<file path="config.mk">
export PLATFORM = sky130hd
export DESIGN_NAME = execute_cycle
export DESIGN_NICKNAME = d
export VERILOG_FILES = /design/src/rtl/execute_cycle.sv
export SDC_FILE = /design/constraint.sdc
export NUM_CORES = 1
export LEC_CHECK = 0
export ABC_AREA = 1
export BUFFER_PORTS_ARGS = -buffer_cell sky130_fd_sc_hd__buf_2
export CAP_MARGIN = 20
export CELL_PAD_IN_SITES_DETAIL_PLACEMENT = 1
export CELL_PAD_IN_SITES_GLOBAL_PLACEMENT = 1
export CORE_UTILIZATION = 37
export CTS_CLUSTER_DIAMETER = 50
export CTS_CLUSTER_SIZE = 8
export DETAILED_ROUTE_END_ITERATION = 16
export PLACE_DENSITY_LB_ADDON = 0.1
export SYNTH_ARGS = -nofsm -noshare
export SYNTH_HDL_FRONTEND = slang
export SYNTH_SLANG_ARGS = --single-unit
</file>
<file path="constraint.sdc">
create_clock -name clk -period 4.7 [get_ports clk]
set_input_delay 0.47 -clock clk [delete_from_list [all_inputs] [get_ports clk]]
set_output_delay 0.47 -clock clk [all_outputs]
set_load 0.02 [all_outputs]
</file>
<file path="src/rtl/execute_cycle.sv">
// execute_cycle -- EX stage of a 5-stage RISC-V style pipeline plus the
// EX/MEM pipeline register.
//
// Ports:
//   clk, rst                    rising-edge clock, synchronous active-high reset
//   RegWriteE, MemWriteE,
//   BranchE, ALUSrcE            decoded controls from the decode stage
//   ResultSrcE[1:0]             writeback source select (00 ALU, 01 mem, 10 PC+4)
//   ALUControlE[2:0]            ALU operation select
//   RD1_E, RD2_E, Imm_Ext_E,
//   PCE, PCPlus4E [31:0]        operands, immediate and PC values
//   RD_E[4:0]                   destination register
//   ForwardA_E, ForwardB_E[1:0] forwarding selects from the hazard unit
//   ResultW[31:0]               writeback-stage result (forward source 01)
//   StallM                      holds the EX/MEM register
//   PCSrcE, PCTargetE           branch redirect and target (combinational)
//   RegWriteM, MemWriteM,
//   ResultSrcM, RD_M,
//   ALUResultM, WriteDataM,
//   PCPlus4M                    registered EX/MEM outputs
module execute_cycle (
    input  logic        clk,
    input  logic        rst,
    input  logic        RegWriteE,
    input  logic        MemWriteE,
    input  logic        BranchE,
    input  logic        ALUSrcE,
    input  logic [1:0]  ResultSrcE,
    input  logic [2:0]  ALUControlE,
    input  logic [31:0] RD1_E,
    input  logic [31:0] RD2_E,
    input  logic [31:0] Imm_Ext_E,
    input  logic [31:0] PCE,
    input  logic [31:0] PCPlus4E,
    input  logic [4:0]  RD_E,
    input  logic [1:0]  ForwardA_E,
    input  logic [1:0]  ForwardB_E,
    input  logic [31:0] ResultW,
    input  logic        StallM,
    output logic        PCSrcE,
    output logic [31:0] PCTargetE,
    output logic        RegWriteM,
    output logic        MemWriteM,
    output logic [1:0]  ResultSrcM,
    output logic [4:0]  RD_M,
    output logic [31:0] ALUResultM,
    output logic [31:0] WriteDataM,
    output logic [31:0] PCPlus4M
);

    logic [31:0] src_a;
    logic [31:0] fwd_b;
    logic [31:0] src_b;
    logic [31:0] alu_result;
    logic        zero_e;

    // Forward select 10 takes the current (pre-edge) ALUResultM, which is the
    // result of the instruction directly ahead of this one.
    always_comb begin
        case (ForwardA_E)
            2'b01:   src_a = ResultW;
            2'b10:   src_a = ALUResultM;
            default: src_a = RD1_E;
        endcase
    end

    always_comb begin
        case (ForwardB_E)
            2'b01:   fwd_b = ResultW;
            2'b10:   fwd_b = ALUResultM;
            default: fwd_b = RD2_E;
        endcase
    end

    assign src_b = ALUSrcE ? Imm_Ext_E : fwd_b;

    always_comb begin
        case (ALUControlE)
            3'b000:  alu_result = src_a + src_b;
            3'b001:  alu_result = src_a - src_b;
            3'b010:  alu_result = src_a & src_b;
            3'b011:  alu_result = src_a | src_b;
            3'b101:  alu_result = {31'b0, ($signed(src_a) < $signed(src_b))};
            default: alu_result = '0;
        endcase
    end

    assign zero_e    = (alu_result == '0);
    assign PCSrcE    = BranchE & zero_e;
    assign PCTargetE = PCE + Imm_Ext_E;

    // Reset wins over stall; store data is the forwarded B value, not SrcB.
    always_ff @(posedge clk) begin
        if (rst) begin
            RegWriteM  <= 1'b0;
            MemWriteM  <= 1'b0;
            ResultSrcM <= '0;
            RD_M       <= '0;
            ALUResultM <= '0;
            WriteDataM <= '0;
            PCPlus4M   <= '0;
        end else if (!StallM) begin
            RegWriteM  <= RegWriteE;
            MemWriteM  <= MemWriteE;
            ResultSrcM <= ResultSrcE;
            RD_M       <= RD_E;
            ALUResultM <= alu_result;
            WriteDataM <= fwd_b;
            PCPlus4M   <= PCPlus4E;
        end
    end

endmodule

</file>
==> results of run 1 <==
final timing paths:
check	startpoint	end	slack [ns]	depth (start not counted)
max	ForwardB_E[0]	PCSrcE	0.05	27
min	PCPlus4E[3]	PCPlus4M[3]	0.32	3
max reg2reg	ALUResultM[10]	ALUResultM[29]	1.19	24
min reg2reg	PCPlus4M[19]	PCPlus4M[19]	0.49	2
cells by family after synthesis:
family	after synthesis	share of synthesized area [%]
flip-flops	105	15.9
AO/OA/AOI/OAI	565	23.1
buffers and inverters	450	13.5
AND/OR/NAND/NOR	1007	31.5
XOR/XNOR	30	1.99
adder cells (fa/ha/maj)	146	14.0
per-layer routing:
layer  part of all wire, %  up-vias  GRT usage [%]
li1                      -     8758              -
met4                   4.0       12           16.2
met2                    49      786           69.0
met1                    40     9103           47.3
met3                   7.0      185           5.69
met5                 0.097        -              0
layout by cell type (no fill, tap or decap), types with 9 or more instances in the layout:
master	netlist	layout
o21ai_1	7	73
nand2_1	512	481
o211ai_1	24	24
nand4_1	20	20
buf_6	6	10
buf_2	12	350
a21oi_1	222	204
inv_2	8	20
nor2_2	22	43
o21bai_1	15	11
nor2_1	278	240
nand3_2	1	11
a221o_1	14	14
dfxtp_1	105	105
nand2_2	10	39
inv_1	343	330
o21ai_2	0	27
ha_4	0	26
ha_1	143	109
nor2_4	0	17
nand3_1	137	126
clkbuf_16	0	11
xor2_1	19	19
nor3_1	15	9
o21ai_0	263	170
buf_4	9	377
xnor2_1	11	11
a21oi_2	3	17
cells in the mapped netlist, drive strengths merged (2+ instances only):
cell	count	area share [%]
o21ai	270	10
a31oi	2	0.095
and2	3	0.14
clkinv	2	0.057
fa	3	0.46
nand3	138	5.3
nand4	20	0.95
clkbuf	66	1.9
o211ai	24	1.4
nor3	18	0.80
nor4	2	0.095
nand3b	4	0.23
o21bai	15	0.85
nand2	522	15
inv	351	10
xor2	19	1.3
o22ai	3	0.14
ha	143	14
a21oi	225	8.6
a221o	14	1.1
a21o	5	0.28
nor2	300	8.9
xnor2	11	0.73
buf	31	1.6
dfxtp	105	16
a221oi	2	0.13
a21boi	2	0.11
power by group:
group | total [uW] | internal (uW) | switching (uW) | leakage (uW)
Sequential | 1010 | 960 | 48.7 | 0.000872
Combinational | 4000 | 1580 | 2420 | 0.00951
Clock | 836 | 388 | 448 | 0.000153
cell type report:
type / count / area [um2]
tap: 455 / 569
timing repair buffer: 749 / 4950
multi-input combinational: 1748 / 10200
inverter: 353 / 1330
antenna: 8 / 20.0
sequential: 105 / 2100
clock inverter: 7 / 88.8
clock buffer: 9 / 225
fill: 4945 / 15300
worst reg2reg max path, stage by stage, from the launching register on:
cell and delay, ns:
dfxtp_1 0.43, inv_1 0.11, o21ai_2 0.19, buf_4 0.13, o21ai_0 0.11, o21ai_1 0.21
buf_4 0.20, buf_4 0.13, inv_1 0.05, ha_1 0.20, o21bai_2 0.21, nand2_1 0.08
nand2_1 0.09, a21oi_2 0.16, nand2_2 0.14, nand2_1 0.11, nand3_1 0.10, nand3_1 0.12
nand2_1 0.07, nor2_1 0.11, buf_4 0.15, buf_4 0.11, nand2_1 0.05, o211ai_1 0.12
inv_1 0.07
per-stage QoR:
step / hold WS, ns / instance area [um2] / util, % / setup TNS, ns
after CTS: 0.319 / 18600 / 53.4 / 0
after global placement: 0.457 / 18000 / 51.7 / -0.525
after detailed placement: 0.467 / 18000 / 51.7 / -0.595
after global routing: 0.328 / 19500 / 56.1 / -0.171
final: 0.317 / 19500 / 56.1 / 0
after floorplan: 0.561 / 13200 / - / 0
registers in the layout, indices dropped and copies added (netlist names):
signal	flops
PCPlus4M	32
ALUResultM	32
WriteDataM	32
RegWriteM	1
MemWriteM	1
ResultSrcM	2
RD_M	5
timing repair:
item / 4_1_cts / 5_1_grt
pin swaps: 4 / 30
resized for setup: 87 / 253
gates cloned: 1 / 3
setup buffers: 1 / 15
endpoints found under the setup margin: 1 / 1
==> impl_metrics.csv, run 1 <==
group,metric,value,unit
worst_setup_path,critPathBufInv,9,
worst_setup_path,critPathSlowestCell,"o21ai_1",
timing,fin_ws,0.0480,ns
timing,hold_violations,0,
finish,area_delta_synth_final,48.0,%
worst_setup_path,cp_max_fo,10,
cts,cts_sinks,105,
placed_design,place_inst,3390,
detailed_routing,first_pass_iters,5,
timing,finalSetupViolCount,0,
floorplan,fp-row-count,68,
timing,max_slew.worst_pin.slew,1.07,ns
synthesis,async_flop_share,0,%
global_route,grt_max_degree,87,
pwr,power_per_cell_area,299,mW/mm2
synthesis,synth-edff-count,0,
pwr,peakVddDrop,0.000188,V
detailed_routing,routed-via-count,18844,
status,outcome,"completed",
finish,nNetsFinal,3325,
finish,layout-drive-gt1-share,33.5,%
synthesis,netlist_area,0.0132,mm2
global_route,grt_antenna_before_repair,14,
detailed_routing,postRouteAntennaNets,0,
timing,fmax,215,MHz
floorplan,core_area,0.0348,mm2
global_route,grt_pass1_vias,19044,
synthesis,syn_inst,2303,
cts,cts-hold-fix-buffers,0,
global_route,grt-ovfl-total,0,
placed_design,dp_slack,-0.595,ns
cts,htree_levels,3,
global_route,grt_pass1_wl,108,mm
min_path,hp-class,"input pin to register",
floorplan,start_util,37.9,%
timing,post-route-period-util,99.0,%
floorplan,fp.dieW,191,um
synthesis,synth_top_flop_cell,"dfxtp_1",
placed_design,dp_hpwl,62.1,mm
synthesis,ys_seq_elements,105,
cts,cts.path.max_buffers,2,
detailed_routing,vias_per_cell,5.49,
cts,cts_tree,"yes",
pwr,leakage,0.0105,uW
worst_setup_path,critPathKind,"input pin to output port",
timing,fin_skew,0.0176,ns
detailed_routing,drt_iter0_drc,1264,
job,drv_cap,0,
worst_setup_path,crit_family,"simple AND/OR/NAND/NOR gates",
worst_setup_path,start_kind,"input pin",
timing,maxSlewHeadroom,28.5,%
synthesis,yosys_warnings,0,
floorplan,die-area,0.0364,mm2
placed_design,gp_congestion,1.03,
cts,path_clk_slew,0.10,ns
pwr,total_power,5850,uW
cts,clockRootBuffer,"clkbuf_16",
worst_setup_path,arrival,4.18,ns
synthesis,seq_area_frac_synth,15.9,%
worst_setup_path,crit_required,4.23,ns
detailed_routing,drt-total-wl,75.9,mm
floorplan,ioPinCount,351,
detailed_routing,drc,0,
synthesis,ys_types,41,
finish,fin_cells,3434,
worst_setup_path,cp_common_cell,"nand2_1",
synthesis,syn_nets,2662,
cts,clk-insertion-delay-late,0.38,ns
worst_setup_path,end_kind,"output port",
timing,slew_viol_final,0,
cts,cts_made_buffers,9,
worst_setup_path,slowest_delay,0.46,ns
floorplan,die-height,191,um
detailed_routing,routedWlPerCell,22.1,um
synthesis,syn_area_per_cell,5.73,um2
placed_design,port_buffers,350,
global_route,grt.total_usage,39.2,%
timing,fin_crit,4.65,ns
Power figures use the tool's default switching activity.
==> run 2, diff against run 1 <==
--- a/config.mk
+++ b/config.mk
@@ -6,14 +6,16 @@
 export NUM_CORES = 1
 export LEC_CHECK = 0
 export ABC_AREA = 1
-export BUFFER_PORTS_ARGS = -buffer_cell sky130_fd_sc_hd__buf_2
 export CAP_MARGIN = 20
 export CELL_PAD_IN_SITES_DETAIL_PLACEMENT = 1
 export CELL_PAD_IN_SITES_GLOBAL_PLACEMENT = 1
-export CORE_UTILIZATION = 37
+export CORE_ASPECT_RATIO = 1.2
+export CORE_UTILIZATION = 44
 export CTS_CLUSTER_DIAMETER = 50
 export CTS_CLUSTER_SIZE = 8
 export DETAILED_ROUTE_END_ITERATION = 16
+export DONT_BUFFER_PORTS = 1
+export GPL_ROUTABILITY_DRIVEN = 0
 export PLACE_DENSITY_LB_ADDON = 0.1
 export SYNTH_ARGS = -nofsm -noshare
 export SYNTH_HDL_FRONTEND = slang
==> run 2 against run 1 <==
  * The flow now finishes with violations (setup timing)
  * Setup slack worse by 0.049 ns
  * Count of clock-buffer cells in the layout is the same
  * Register-to-register slack worse by 0.14 ns
  * Die area down 16%
  * Clock skew shrank 0.0024 ns
==> impl_metrics.csv, run 2 (same netlist as run 1, synthesis figures left out) <==
group,metric,value,unit
timing,fmax,213,MHz
finish,utilization,53.2,%
worst_setup_path,crit_start,"ForwardB_E[0]",
worst_setup_path,crit_required,4.23,ns
pwr,clock_power_share,16.6,%
job,drv_cap,0,
worst_setup_path,worst-r2r-cell-count,18,
timing,hold_violations,0,
pwr,switching_share,51.3,%
cts,cts.path.max_buffers,2,
cts,cts-hold-fix-buffers,0,
cts,clockRootBuffer,"clkbuf_16",
cts,path_clk_slew,0.09,ns
pwr,peakVddDrop,0.000198,V
timing,maxSlewHeadroom,34.1,%
finish,area_delta_synth_final,19.0,%
status,violations,"setup timing",
worst_setup_path,arrival,4.23,ns
timing,max_slew.worst_pin.slew,0.988,ns
global_route,grt_pass1_wl,95.7,mm
worst_setup_path,start_kind,"input pin",
worst_setup_path,critPathSlowestCell,"ha_2",
global_route,grt.total_usage,40.6,%
pwr,switchingPower,2550,uW
finish,fin_cells,2833,
floorplan,start_util,44.7,%
placed_design,placed_cell_area,0.0148,mm2
worst_setup_path,crit_family,"simple AND/OR/NAND/NOR gates",
finish,nNetsFinal,2787,
global_route,grt_max_degree,107,
pwr,power_frac_seq,22.2,%
pwr,power_frac_comb,61.2,%
timing,slew_viol_final,0,
worst_setup_path,rrSetupSlack,1.05,ns
floorplan,core_area,0.0295,mm2
worst_setup_path,end_kind,"output port",
worst_setup_path,crit_chain,"inv_1 > ha_2 > inv_2 > buf_12 > o21ai_0 > buf_4 > o21ai_0 > ha_2 > nand2_1 > inv_1 > nand3_1 > nor3_1 > nand3_1 > a21oi_1 > nor2_1 > nor2_2 > nand2_1 > nor2_1 > nand2_1 > nor2_2 > buf_4",
detailed_routing,vias_per_cell,5.88,
floorplan,ioPinCount,351,
pwr,leakage,0.00804,uW
worst_setup_path,critPathBufInv,6,
timing,fin_crit,4.70,ns
detailed_routing,drt-total-wl,65.8,mm
cts,cts_made_buffers,9,
detailed_routing,drt_iter0_drc,1254,
floorplan,fp-row-count,69,
finish,layout-drive-gt1-share,15.6,%
finish,final_common_cell,"nand2_1",
global_route,grt_pass1_vias,16651,
worst_setup_path,endpoint,"PCSrcE",
placed_design,dp_hpwl,54.4,mm
timing,setup_tns,-0.00143,ns
placed_design,port_buffers,0,
cts,cts_tree,"yes",
finish,fin_area,0.0157,mm2
global_route,grt_antenna_before_repair,10,
detailed_routing,drc,0,
timing,finalSetupViolCount,1,
floorplan,die-area,0.0307,mm2
status,outcome,"finished with violations",
worst_setup_path,cp_max_fo,31,
detailed_routing,postRouteAntennaNets,0,
min_path,whs_path_depth,2,
cts,cts_sinks,105,
floorplan,fp.dieW,160,um
worst_setup_path,cp_num_cells,21,
finish,fillers,4264,
floorplan,die-height,192,um
pwr,p_int,2420,uW
min_path,hp-class,"input pin to register",
detailed_routing,routedWlPerCell,23.2,um
worst_setup_path,cp_common_cell,"nand2_1",
placed_design,place_inst,2803,
detailed_routing,routed-via-count,16665,
cts,clk-insertion-delay-late,0.37,ns
timing,post-route-period-util,100,%
pwr,power_per_cell_area,317,mW/mm2
timing,fin_ws,-0.00143,ns
finish,reg_top3,"ALUResultM x32, PCPlus4M x32, WriteDataM x32",
global_route,grt-ovfl-total,0,
timing,fin_skew,0.0152,ns
finish,layout_common_cells,"nand2_1 (506), inv_1 (339), nor2_1 (255), a21oi_1 (210), o21ai_0 (210)",
detailed_routing,first_pass_iters,6,
worst_setup_path,r2r_start,"ALUResultM[28]",
cts,htree_levels,3,
worst_setup_path,rr_endpoint,"ALUResultM[31]",
worst_setup_path,slowest_delay,0.46,ns
worst_setup_path,critPathKind,"input pin to output port",
==> run 2: cell types whose count changed in the layout (fill, tap and decap cells not counted), sizes merged <==
cell	previous run	this run
buf	746	210
diode	8	10
inv	355	357
bufbuf	1	0
clkbuf	11	10
clkinv	4	3
clkinvlp	1	0
==> run 2: repair_timing <==
action,in CTS,in global routing
endpoints found under the setup margin,1,1
gates resized for setup,29,153
gates cloned,0,1
pin swaps,2,9
buffers inserted,0,3
==> run 2: layout make-up <==
type | instances | area (um2) | share of cell area [%]
inverter | 353 | 1330 | 8.45
clock inverter | 7 | 88.8 | 0.565
antenna | 10 | 25.0 | 0.159
timing repair buffer | 211 | 1660 | 10.6
multi-input combinational | 1748 | 9780 | 62.3
sequential | 105 | 2110 | 13.5
tap | 390 | 488 | 3.11
clock buffer | 9 | 225 | 1.43
==> run 2: worst min path at each step <==
stage                       from  slack, ns             end
floorplan              MemWriteM       0.56       MemWriteM
global placement    PCPlus4M[17]       0.57    PCPlus4M[17]
detailed placement  PCPlus4M[17]       0.58    PCPlus4M[17]
CTS                       StallM       0.23  ALUResultM[24]
global route        PCPlus4E[13]       0.24    PCPlus4M[13]
finish                    StallM       0.24  ALUResultM[24]
==> run 2: routing by layer <==
| layer | up-vias | share of wire (%) | GRT usage [%] |
|---|---|---|---|
| met1 | 8150 | 39 | 47.7 |
| met3 | 158 | 7.6 | 7.56 |
| met4 | 2 | 4.8 | 19.7 |
| met2 | 680 | 48 | 71.0 |
| met5 | - | 0.015 | 0 |
| li1 | 7675 | - | - |
==> run 2: power groups by stage <==
stage | clock [uW] | combinational, uW | sequential [uW]
after floorplan | 0 | 1710 | 1100
after global placement | 0 | 2660 | 1120
after detailed placement | 0 | 2750 | 1120
after CTS | 818 | 2790 | 1100
after global routing | 854 | 3270 | 1110
final | 825 | 3050 | 1110
==> run 2: metrics by stage <==
step | setup slack [ns] | hold WS (ns) | total power [uW]
2_1_floorplan | 0.497 | 0.561 | 2810
3_3_place_gp | -0.203 | 0.573 | 3780
3_5_place_dp | -0.392 | 0.577 | 3880
4_1_cts | 0.00242 | 0.229 | 4710
5_1_grt | -0.0754 | 0.243 | 5230
6_report | -0.00143 | 0.239 | 4980
